[src/rtl/prog_loader_if.sv]
// prog_loader_if: byte-stream handshakes into (s_*) and out of (m_*) the program loader
// Ports (signals): s_valid/s_ready/s_data carry the frame in, m_valid/m_ready/m_data carry readback out.
// slave = the loader side, master = the producer/consumer side.
interface prog_loader_if;
    logic       s_valid;
    logic       s_ready;
    logic [7:0] s_data;
    logic       m_valid;
    logic       m_ready;
    logic [7:0] m_data;
    modport slave  (input s_valid, s_data, m_ready, output s_ready, m_valid, m_data);
    modport master (output s_valid, s_data, m_ready, input s_ready, m_valid, m_data);
endinterface

[src/rtl/prog_loader.sv]
// prog_loader: streams a frame into IRAM/DRAM, starts the CPU, then streams a DRAM prefix back out
// Ports: clk/rstn (async active-low); bus = input byte stream + output byte stream;
// iram_* = IRAM write port; dram_* = muxed DRAM port (dram_dout has 1-cycle latency);
// cpu_dram_* = CPU DRAM port forwarded during START/RUN; start/idle = CPU control; busy = not in HDR0.
module prog_loader #(
    parameter int RAM_DEPTH = 256,
    parameter int W = $clog2(RAM_DEPTH)
) (
    input  logic         clk,
    input  logic         rstn,
    prog_loader_if.slave bus,
    output logic         iram_we,
    output logic [W-1:0] iram_waddr,
    output logic [15:0]  iram_wdata,
    output logic         dram_write,
    output logic [W-1:0] dram_addr,
    output logic [W-1:0] dram_din,
    input  logic [W-1:0] dram_dout,
    input  logic         cpu_dram_write,
    input  logic [W-1:0] cpu_dram_addr,
    input  logic [W-1:0] cpu_dram_din,
    output logic         start,
    input  logic         idle,
    output logic         busy
);
    if (W > 8 || (1 << W) < RAM_DEPTH) begin : g_bad_w
        $error("prog_loader: W must cover RAM_DEPTH and be at most 8");
    end
    typedef enum logic [3:0] {
        HDR0, HDR1, HDR2, LD_I_LO, LD_I_HI, LD_D, START, RUN, RD_REQ, RD_WAIT, SEND
    } state_t;
    state_t state, state_n;
    logic [7:0]   n_i, n_d, n_o, cnt, lo, m_data_q;
    logic [1:0]   run_cnt;
    logic         drain, ld_write, acc, last_i, last_d, last_o, cpu_own;
    logic [W-1:0] ld_addr, ld_din;
    // drain holds the last load state for the cycle of its final write strobe,
    // so that write is not lost when START hands the DRAM port to the CPU
    assign bus.s_ready = rstn & ~drain & (state inside {HDR0, HDR1, HDR2, LD_I_LO, LD_I_HI, LD_D});
    assign acc         = bus.s_valid & bus.s_ready;
    assign last_i      = cnt == n_i - 8'd1;
    assign last_d      = cnt == n_d - 8'd1;
    assign last_o      = cnt == n_o - 8'd1;
    assign bus.m_valid = state == SEND;
    assign bus.m_data  = m_data_q;
    assign start       = state == START;
    assign busy        = state != HDR0;
    assign cpu_own     = state == START || state == RUN;
    assign dram_write  = cpu_own ? cpu_dram_write : ld_write;
    assign dram_addr   = cpu_own ? cpu_dram_addr : state == RD_REQ ? cnt[W-1:0] : ld_addr;
    assign dram_din    = cpu_own ? cpu_dram_din : ld_din;
    always_ff @(posedge clk or negedge rstn) begin
        if (!rstn) state <= HDR0;
        else       state <= state_n;
    end
    always_comb begin
        state_n = state;
        case (state)
            HDR0:    if (acc) state_n = HDR1;
            HDR1:    if (acc) state_n = HDR2;
            HDR2:    if (acc) state_n = n_i != 8'd0 ? LD_I_LO : n_d != 8'd0 ? LD_D : START;
            LD_I_LO: if (acc) state_n = LD_I_HI;
            LD_I_HI: if (drain) state_n = START;
                     else if (acc && !last_i) state_n = LD_I_LO;
                     else if (acc && n_d != 8'd0) state_n = LD_D;
            LD_D:    if (drain) state_n = START;
            START:   state_n = RUN;
            RUN:     if (run_cnt == 2'd2 && idle) state_n = n_o == 8'd0 ? HDR0 : RD_REQ;
            RD_REQ:  state_n = RD_WAIT;
            RD_WAIT: state_n = SEND;
            SEND:    if (bus.m_ready) state_n = last_o ? HDR0 : RD_REQ;
            default: state_n = HDR0;
        endcase
    end
    always_ff @(posedge clk or negedge rstn) begin
        if (!rstn) begin
            n_i        <= '0;
            n_d        <= '0;
            n_o        <= '0;
            cnt        <= '0;
            lo         <= '0;
            m_data_q   <= '0;
            run_cnt    <= '0;
            drain      <= 1'b0;
            iram_we    <= 1'b0;
            iram_waddr <= '0;
            iram_wdata <= '0;
            ld_write   <= 1'b0;
            ld_addr    <= '0;
            ld_din     <= '0;
        end else begin
            iram_we  <= 1'b0;
            ld_write <= 1'b0;
            drain    <= acc && ((state == LD_I_HI && last_i && n_d == 8'd0) || (state == LD_D && last_d));
            if (acc) begin
                case (state)
                    HDR0:    n_i <= bus.s_data;
                    HDR1:    n_d <= bus.s_data;
                    HDR2:    begin
                        n_o <= bus.s_data;
                        cnt <= '0;
                    end
                    LD_I_LO: lo <= bus.s_data;
                    LD_I_HI: begin
                        iram_we    <= 1'b1;
                        iram_waddr <= cnt[W-1:0];
                        iram_wdata <= {bus.s_data, lo};
                        cnt        <= last_i ? 8'd0 : cnt + 8'd1;
                    end
                    LD_D:    begin
                        ld_write <= 1'b1;
                        ld_addr  <= cnt[W-1:0];
                        ld_din   <= bus.s_data[W-1:0];
                        cnt      <= cnt + 8'd1;
                    end
                    default: ;
                endcase
            end
            if (state == START) begin
                cnt     <= '0;
                run_cnt <= '0;
            end
            if (state == RUN && run_cnt != 2'd2) run_cnt <= run_cnt + 2'd1;
            if (state == RD_WAIT) m_data_q <= 8'(dram_dout);
            if (state == SEND && bus.m_ready) cnt <= cnt + 8'd1;
        end
    end
endmodule

[src/flat_wrapper.sv]
// flat-port wrapper written by rule: the top's interface ports become plain ports
module prog_loader_flat 
#(
    parameter int RAM_DEPTH = 256,
    parameter int W = $clog2(RAM_DEPTH)
)
  (clk, rstn, iram_we, iram_waddr, iram_wdata, dram_write, dram_addr, dram_din, dram_dout, cpu_dram_write, cpu_dram_addr, cpu_dram_din, start, idle, busy, bus_s_valid, bus_s_data, bus_m_ready, bus_s_ready, bus_m_valid, bus_m_data);
  prog_loader_if bus_i ();
  input  logic clk;
  input  logic rstn;
  output logic iram_we;
  output logic [W-1:0] iram_waddr;
  output logic [15:0] iram_wdata;
  output logic dram_write;
  output logic [W-1:0] dram_addr;
  output logic [W-1:0] dram_din;
  input  logic [W-1:0] dram_dout;
  input  logic cpu_dram_write;
  input  logic [W-1:0] cpu_dram_addr;
  input  logic [W-1:0] cpu_dram_din;
  output logic start;
  input  logic idle;
  output logic busy;
  input wire logic [$bits(bus_i.s_valid)-1:0] bus_s_valid;
  input wire logic [$bits(bus_i.s_data)-1:0] bus_s_data;
  input wire logic [$bits(bus_i.m_ready)-1:0] bus_m_ready;
  output wire logic [$bits(bus_i.s_ready)-1:0] bus_s_ready;
  output wire logic [$bits(bus_i.m_valid)-1:0] bus_m_valid;
  output wire logic [$bits(bus_i.m_data)-1:0] bus_m_data;
  assign bus_i.s_valid = bus_s_valid;
  assign bus_i.s_data = bus_s_data;
  assign bus_i.m_ready = bus_m_ready;
  assign bus_s_ready = bus_i.s_ready;
  assign bus_m_valid = bus_i.m_valid;
  assign bus_m_data = bus_i.m_data;
  prog_loader #(.RAM_DEPTH(RAM_DEPTH), .W(W)) u_core (.clk(clk), .rstn(rstn), .bus(bus_i), .iram_we(iram_we), .iram_waddr(iram_waddr), .iram_wdata(iram_wdata), .dram_write(dram_write), .dram_addr(dram_addr), .dram_din(dram_din), .dram_dout(dram_dout), .cpu_dram_write(cpu_dram_write), .cpu_dram_addr(cpu_dram_addr), .cpu_dram_din(cpu_dram_din), .start(start), .idle(idle), .busy(busy));
endmodule
[config.mk]
export PLATFORM = sky130hd
export DESIGN_NAME = prog_loader_flat
export DESIGN_NICKNAME = d
export VERILOG_FILES = /design/src/rtl/prog_loader_if.sv /design/src/rtl/prog_loader.sv /design/src/flat_wrapper.sv
export SDC_FILE = /design/constraint.sdc
export NUM_CORES = 1
export LEC_CHECK = 0
export CAP_MARGIN = 20
export CORE_MARGIN = 8
export CORE_UTILIZATION = 48
export CTS_CLUSTER_DIAMETER = 40
export DETAILED_ROUTE_END_ITERATION = 10
export PLACE_DENSITY_LB_ADDON = 0.3
export SYNTH_ARGS = -nofsm -noshare
export SYNTH_HDL_FRONTEND = slang
export SYNTH_SLANG_ARGS = --single-unit
[constraint.sdc]
create_clock -name clk -period 6.28 [get_ports clk]
set_input_delay 1.256 -clock clk [delete_from_list [all_inputs] [get_ports clk]]
set_output_delay 1.256 -clock clk [all_outputs]
set_load 0.01 [all_outputs]
==> flow_metrics.py <==
metrics = {
    "outcome": {
        "status": "complete, no violations",
    },
    "logic_synthesis": {
        "synth_ff_type": "dfrtp_1",
        "ys_async_sr_fraction_pct": 100,
        "yosysTopAreaCell": "dfrtp_1",
        "synth-seq-area-share_pct": 46.5,
        "synth_edf_count": 0,
        "synth.top_cells.by_area": "dfrtp_1, mux2_2, nand2_1, xnor2_1, o21ai_0",
        "synth_common_cells": "dfrtp_1, nand2_1, mux2_2",
        "synth_nets": 557,
        "syn_avg_cell_area_sq_um": 10.2,
        "yosysMostFrequentCell": "dfrtp_1",
        "syn-instance-count": 513,
        "syn_area_sq_um": 5220,
        "ys_ff_latch": 97,
        "synth.distinct_cells": 61,
        "ys_warn_count": 0,
        "synth_top_area_share_pct": 46.5,
    },
    "clock_network": {
        "cts_num_sinks": 97,
        "cts_hold_buf": 0,
        "cts_root_buffer": "clkbuf_8",
        "cts_made_buffers": 9,
        "cts_tree": "done",
        "cts_setup_buffers": 0,
        "clockBufferDepth": 2,
        "htreeDepth": 3,
        "insertion_delay_ns": 0.37,
        "cts_resized": 0,
        "path_clk_slew_ns": 0.11,
    },
    "setup_path": {
        "worstPathCellList": "nand2_1 > buf_8 > a21oi_1 > clkdlybuf4s50_1",
        "cp.required_ns": 5.02,
        "cp_slowest_cell": "dfrtp_1",
        "crit_path_start_kind": "register",
        "crit_path_max_incr_delay_ns": 0.92,
        "crit_fanout": 28,
        "endpoint_kind": "primary output",
        "path_class": "register to primary output",
        "worstPathArrival_ns": 2.92,
    },
    "routing": {
        "vias": 4173,
        "wl_mm": 13.2,
        "drt.antenna.violating_nets": 0,
        "drt-initial-drc-count": 286,
        "routedWlPerCell_um": 17.8,
        "viasPerCell": 5.61,
        "drtPass1Iterations": 4,
        "drc": 0,
    },
    "worst_hold_path": {
        "hp-class": "register to register",
    },
    "final_layout": {
        "fin_area_sq_um": 6510,
        "drive_gt1_share_pct": 16.4,
        "fin_nets": 643,
        "largest_reg_flops": 16,
        "regArea_sq_um": 2430,
        "top_register": "u_core.iram_wdata",
        "synthToLayoutAreaGrowth_pct": 24.6,
        "diodes": 0,
        "layoutNonFillerInstCount": 744,
        "multi_input_area_sq_um": 2620,
        "nFillCells": 919,
    },
    "sta": {
        "finalSetupViolations": 0,
        "report.final.slew_viol_count": 0,
        "relSlewSlack_pct": 42.8,
        "hold_viol_final": 0,
        "worstMarginPinSlew_ns": 0.858,
        "tns_ns": 0,
        "period_share_pct": 66.5,
        "rsz0062_at_grt": "false",
        "period_needed_ns": 4.17,
        "fmax_mhz": 240,
        "worst_clock_skew_ns": 0.0158,
    },
    "die": {
        "die_area_sq_um": 14500,
        "die-width_um": 120,
        "io_pins": 92,
        "dieHeight_um": 120,
        "core_area_sq_um": 10700,
        "rows": 38,
        "initial_core_util_pct": 48.6,
    },
    "placed_design": {
        "globalplace.congestion": 0.947,
        "dpl.hpwl_mm": 9.31,
        "io_buffers": 91,
        "place_area_sq_um": 6230,
        "place_inst": 726,
    },
    "grt": {
        "grt_pass1_vias": 4198,
        "track_usage_pct": 18.7,
        "grt_pass1_wl_mm": 21.7,
        "antenna_found_initial": 0,
        "grt_overflow": 0,
        "grt_max_degree": 82,
    },
    "power": {
        "p_leak_nw": 2.77,
        "ir_drop_v": 0.000241,
        "power.density_nw_per_um2": 436,
    },
    "flow_run": {
        "cap_violations": 0,
    },
}
-- final cells by class --
class,count,area share (%)
clock buffers,9,1.90
inverters,17,0.981
multi-input cells,377,40.3
clock inverters,7,1.73
well taps,140,2.69
repair buffers,97,15.1
flip-flops and latches,97,37.3
-- power breakdown --
part / switching (mW) / internal (mW)
clock network: 0.247 / 0.199
registers: 0.243 / 0.844
logic: 0.607 / 0.698
total: 1.10 / 1.74
-- worst max-delay path: cells and delay by family (launching register included) --
kind	cells	cell delay (ns)
compound gates	1	0.13
buf+inv	2	0.88
flops	1	0.92
simple gates	1	0.62
-- metal layers --
| metal | vias up | wire length (um) | part of all wire (%) | track usage, % |
|---|---|---|---|---|
| met3 | 22 | 875 | 6.6 | 4.10 |
| met5 | - | 0 | 0 | 0 |
| met2 | 160 | 6310 | 48 | 31.3 |
| li1 | 1977 | - | - | - |
| met4 | 0 | 248 | 1.9 | 6.09 |
| met1 | 2014 | 5790 | 44 | 23.6 |
-- worst paths after layout --
path	start	endpoint	slack, ns	depth (start not counted)
worst max-delay path	u_core.state[1]$_DFFE_PN0P_	dram_addr[2]	2.11	4
worst min-delay path	u_core.lo[2]$_DFFE_PN0P_	u_core.iram_wdata[2]$_DFFE_PN0P_	0.48	2
worst max register to register	u_core.cnt[3]$_DFFE_PN0P_	u_core.cnt[4]$_DFFE_PN0P_	3.57	6
worst min register to register	u_core.lo[2]$_DFFE_PN0P_	u_core.iram_wdata[2]$_DFFE_PN0P_	0.48	2
max in group asynchronous	rstn	u_core.ld_din[7]$_DFFE_PN0P_	4.66	3
min in group asynchronous	rstn	u_core.ld_addr[0]$_DFFE_PN0P_	0.76	1
-- placed cells by master, fill, tap and decap left out, drive strengths merged, types with 17 or more instances in the layout --
master | netlist | layout
dfrtp | 97 | 97
clkdlybuf4s50 | 0 | 90
nand2 | 83 | 83
mux2 | 65 | 65
nor2 | 29 | 29
o21ai | 25 | 25
a21oi | 23 | 23
nor3 | 19 | 19
xnor2 | 18 | 18
inv | 16 | 17
-- through the flow --
| stage | worst slack (ns) | hold slack (ns) | utilization, % | total power [mW] |
|---|---|---|---|---|
| floorplan | 3.32 | 0.435 | - | 1.89 |
| global placement | 2.37 | 0.455 | 58.0 | 2.33 |
| detailed placement | 2.24 | 0.460 | 58.0 | 2.39 |
| CTS | 1.84 | 0.481 | 60.2 | 2.84 |
| global route | 1.91 | 0.513 | 60.6 | 3.03 |
| finish | 2.11 | 0.483 | 60.6 | 2.84 |
-- cells by family (layout without fill, tap and decap cells) --
| family | count (synthesis) | in the layout | synth area share [%] |
|---|---|---|---|
| simple gates | 183 | 183 | 17.2 |
| flops | 97 | 97 | 46.5 |
| compound gates | 83 | 83 | 10.6 |
| mux | 76 | 76 | 16.1 |
| buf+inv | 39 | 130 | 3.26 |
| xor+xnor | 29 | 29 | 4.86 |
| fa+ha+maj | 6 | 6 | 1.44 |
(Power assumes the default switching activity.)
==> patch 1, RTL diff (config.mk and constraints unchanged) <==
`RAM_DEPTH` is set to 256 in 2 places; all go to 128.
--- a/src/rtl/prog_loader.sv
+++ b/src/rtl/prog_loader.sv
@@ -3,7 +3,7 @@
 // iram_* = IRAM write port; dram_* = muxed DRAM port (dram_dout has 1-cycle latency);
 // cpu_dram_* = CPU DRAM port forwarded during START/RUN; start/idle = CPU control; busy = not in HDR0.
 module prog_loader #(
-    parameter int RAM_DEPTH = 256,
+    parameter int RAM_DEPTH = 128,
     parameter int W = $clog2(RAM_DEPTH)
 ) (
     input  logic         clk,
--- a/src/flat_wrapper.sv
+++ b/src/flat_wrapper.sv
@@ -1,7 +1,7 @@
 // flat-port wrapper written by rule: the top's interface ports become plain ports
 module prog_loader_flat 
 #(
-    parameter int RAM_DEPTH = 256,
+    parameter int RAM_DEPTH = 128,
     parameter int W = $clog2(RAM_DEPTH)
 )
   (clk, rstn, iram_we, iram_waddr, iram_wdata, dram_write, dram_addr, dram_din, dram_dout, cpu_dram_write, cpu_dram_addr, cpu_dram_din, start, idle, busy, bus_s_valid, bus_s_data, bus_m_ready, bus_s_ready, bus_m_valid, bus_m_data);
Interface: changed (6 resized); port bits go from 92 to 86. No check against the original RTL was run, so the function may have changed too.
==> patch 1 against the unedited design <==
- count of clock-buffer cells in the layout is 1 higher
- cell area fell by 7.1%
- power shrank 5.6%
- sequential cell count is 4 lower
- register-to-register slack improved by 240 ps
- area after synthesis shrank 5.7%
- maximum frequency grew 3.6%
- clock power shrank 17%
- critical path depth grew 1
- wire length down 7.6%
- first-iteration DRC count decreased by 31%
- synthesized cell count is 3.9% lower
- setup slack improved by 150 ps
- largest power group unchanged
==> patch 1: results (changes against the unedited design) <==
Clk pwr share -> 13.8% (-1.9 points)
Comb_multi_in -> 366 (-2.9%)
Initial DRC count -> 198 (-31%)
HPWL Detailed -> 8830 µm (-5.1%)
Place WS -> 2480 ps (+237 ps)
PortBufs -> 84 (-7.7%)
Yosys cell types -> 57 (-6.6%)
Crit-path max cell delay -> 600 ps (-320 ps)
Post-synthesis xor/xnor area fraction -> 6.05% (+1.2 points)
Worst r2r path cells -> 7 (+1)
Pin count of the biggest net entering global routing -> 53 (-35%)
Clock buffers -> 10 (+1)
R2R Setup Slk -> 3810 ps (+240 ps)
Sw Pwr -> 0.00103 W (-6.2%)
Multiplexer area fraction after synthesis -> 15.7% (-0.45 points)
Fill cell count -> 862 (-6.2%)
Hold Slack -> 487 ps (+3.77 ps)
Reg2reg end -> u_core.state[1]
Synth Area in Adders -> 1.52% (+0.087 points)
Fraction of layout cells with a size suffix above 1 -> 15.0% (-1.4 points)
Post-Route WL -> 12200 µm (-7.6%)
# nets final -> 610 (-5.1%)
CP top delay family -> simple AND/OR/NAND/NOR gates
Clock-cell share -> 3.00% (-0.63 points)
Fraction of area in registers -> 38.5% (+1.2 points)
Relative slew margins -> 40.3% (-2.5 points)
Pwr dens -> 444 nW/µm² (+1.7%)
Tot GR Track Use -> 18.7% (about the same)
P_leak -> 2.65 nW (-4.5%)
Worst ir drop on vdd -> 234 µV (-3.0%)
Worst hold start -> u_core.lo[1]
Sequential cells -> 93 (-4.1%)
Non-clock inverters -> 13 (-4)
RePlAce Congestion -> 0.896 (-5.4%)
Drt first pass iters -> 5 (+1)
Vias in the first global route -> 3861 (-8.0%)
Clk pin slew, worst setup/hold paths -> 80 ps (-30 ps)
First-pass GRT wire length -> 19800 µm (-8.9%)
Compound-Gate Fraction of Synth Area -> 6.96% (-3.7 points)
FF-to-FF Start -> u_core.state[3]
Status -> finished, final reports clean
Sequential power share -> 39.7% (+1.4 points)
Post-synthesis sequential area ratio -> 47.3% (+0.77 points)
Signal buf overhead -> 14.1% (-0.95 points)
Synth top area cells -> dfrtp_1 (47%), mux2_2 (13%), nand2_1 (7.7%)
Crit path max fanout -> 17 (-39%)
Hold EP -> u_core.iram_wdata[1]
Clk_skew -> 9.59 ps (-6.23 ps)
-- patch 1: cell types whose count changed after synthesis, sizes merged, moves of 4 or more --
cell    unedited run  this run
inv               16        12
a21oi             23        19
nand2             83       101
o211ai             5         0
o21ai             25        12
mux2              65        57
dfrtp             97        93
nor3              19        15
nor2              29        33
-- patch 1: worst reg2reg max path: cells and delay by family (launching register included) --
kind / cells / cell delay [ps]
AOI/OAI and AO/OA: 1 / 300
buffers and inverters: 2 / 850
and+or+nand+nor: 3 / 500
DFF: 1 / 540
muxes: 1 / 170
-- patch 1: routing by layer --
layer  vias up  global-route usage, %  wire length [µm]
met1      1932                   23.3              5210
li1       1835                      -                 -
met5         -                      0                 0
met3        22                   4.62               946
met2       146                   30.7              5850
met4         0                   7.00               225
-- patch 1: metrics by stage --
| stage | std cells | instance area [µm²] |
|---|---|---|
| final | 710 | 6040 |
| after global routing | 710 | 6040 |
| after CTS | 710 | 6040 |
| after detailed placement | 694 | 5860 |
| after global placement | 694 | 5860 |
| after floorplan | 493 | 4920 |
==> patch 2, RTL diff (same settings) <==
Without the edit above. Make the reset (`rstn`) synchronous in 2 clocked blocks. Comments in the files are not updated.
--- a/src/rtl/prog_loader.sv
+++ b/src/rtl/prog_loader.sv
@@ -49,7 +49,7 @@
     assign dram_write  = cpu_own ? cpu_dram_write : ld_write;
     assign dram_addr   = cpu_own ? cpu_dram_addr : state == RD_REQ ? cnt[W-1:0] : ld_addr;
     assign dram_din    = cpu_own ? cpu_dram_din : ld_din;
-    always_ff @(posedge clk or negedge rstn) begin
+    always_ff @(posedge clk) begin
         if (!rstn) state <= HDR0;
         else       state <= state_n;
     end
@@ -72,7 +72,7 @@
             default: state_n = HDR0;
         endcase
     end
-    always_ff @(posedge clk or negedge rstn) begin
+    always_ff @(posedge clk) begin
         if (!rstn) begin
             n_i        <= '0;
             n_d        <= '0;
Function: differs if rstn is asserted again (counterexample within 4 cycles, from zero or initial values and one cycle with rstn low); with rstn held inactive, the same outputs for 4 cycles.
==> patch 2 against the unedited design <==
- setup slack improved by 60 ps
- count of clock-buffer cells in the layout is 1 higher
- wire length grew 1.7%
- sequential cell count did not move
- cell area decreased by 6.5%
- area after synthesis decreased by 5.5%
Power is not compared: it rests on default switching activity, and its combinational part moved more than twofold at a synthesized area within 25%.
==> patch 2: results (changes against the unedited design) <==
Status -> finished, final reports clean
CP max stage cell -> dfxtp_1
Met3 Resource Use GR -> 3.74% (-0.36 points)
Initial DRC count -> 283 (-1.0%)
Non-clock inverters -> 20 (+3)
Clk_skew -> 15.2 ps (-0.598 ps)
Post-Route M1 WL -> 5700 µm (-1.5%)
Via count -> 4546 (+8.9%)
Crit path max fanout -> 17 (-39%)
Met2 Wirelength -> 6670 µm (+5.7%)
Sequential Area -> 1940 µm² (-20%)
Clock buffers -> 10 (+1)
M1 GR Usage -> 23.5% (-0.12 points)
Fill cell count -> 896 (-2.5%)
PortBufs -> 91 (unchanged)
Ys async rst share -> 0% (-100 points)
Syn Inst Count -> 609 (+19%)
Placed cells -> 798 (+9.9%)
GR met2 Demand/Resource -> 32.0% (+0.75 points)
First-pass GRT wire length -> 22000 µm (+1.1%)
Least-Margin Pin Slew -> 969 ps (+110 ps)
Signal buf overhead -> 15.5% (+0.39 points)
Yosys cell types -> 61 (unchanged)
Core ar. -> 10100 µm² (-5.6%)
Tot GR Track Use -> 19.0% (+0.30 points)
Hold EP -> u_core.ld_addr[0]
Place WS -> 2280 ps (+33.2 ps)
Max reg flops -> 16 (unchanged)
CP top delay family -> simple AND/OR/NAND/NOR gates
Mapped Nets -> 653 (+17%)
Synth top area cells -> dfxtp_1 (39%), mux2i_1 (8.5%), nand2_1 (8.1%)
Fin util -> 60.0% (-0.56 points)
Comb_multi_in -> 452 (+20%)
Crit. Startpoint -> u_core.state[3]
RePlAce Congestion -> 0.858 (-9.4%)
WL/cell -> 16.5 µm (-7.2%)
Clock-cell share -> 3.21% (-0.43 points)
Crit path capture -> dram_addr[7]
# nets final -> 718 (+12%)
Metal3 WL -> 805 µm (-8.0%)
Pin count of the biggest net entering global routing -> 93 (+13%)
Multi-input logic portion of the cell area -> 45.4% (+5.1 points)
Final WS setup -> 2170 ps (+60.5 ps)
HPWL Detailed -> 9510 µm (+2.2%)
Worst hold start -> u_core.ld_addr[0]
Post-synth top cells -> nand2_1 (106), dfxtp_1 (97), a21oi_1 (70)
Fraction of layout cells with a size suffix above 1 -> 6.04% (-10 points)
Crit-path max cell delay -> 680 ps (-240 ps)
Worst r2r path cells -> 6 (unchanged)
Reg2reg end -> u_core.ld_din[6]
Non-clock buffers -> 94 (-3.1%)
Vias in the first global route -> 4395 (+4.7%)
Post-Route WL -> 13500 µm (+1.7%)
Post-synthesis sequential area ratio -> 39.3% (-7.1 points)
Clk buf depth -> 2 (unchanged)
Placed cell areas -> 5870 µm² (-5.7%)
R2R Setup Slk -> 3500 ps (-70 ps)
Hold Slack -> 460 ps (-23.7 ps)
Worst ir drop on vdd -> 119 µV
## patch 2: cell types whose count changed in the layout (fill, tap and decap cells not counted), sizes merged, moves of 23 or more
| cell | delta |
|---|---|
| nor2 | +31 |
| dfxtp | +97 |
| a21oi | +47 |
| mux2i | +31 |
| dfrtp | -97 |
| nand2 | +23 |
| mux2 | -55 |
## patch 2: power breakdown
part	total, W	internal, W	switching [W]
combinational	0.000191	0.0000877	0.000103
sequential	0.000650	0.000626	0.0000241
clock	0.000401	0.000164	0.000237
## patch 2: logic make-up after synthesis
| group | count (synthesis) | synth area share, % |
|---|---|---|
| xor gates and xnor gates | 35 | 6.21 |
| buffers and inverters | 60 | 4.74 |
| muxes | 52 | 10.8 |
| and+or+nand+nor | 237 | 22.1 |
| adders and majority gates | 6 | 1.52 |
| DFF | 97 | 39.3 |
| AOI/OAI and AO/OA | 122 | 15.3 |
## patch 2: tightest hold or removal path, stage by stage, from the launching register on
cell and delay, ps:
dfxtp_1 320, nand2_1 50, a21oi_1 50
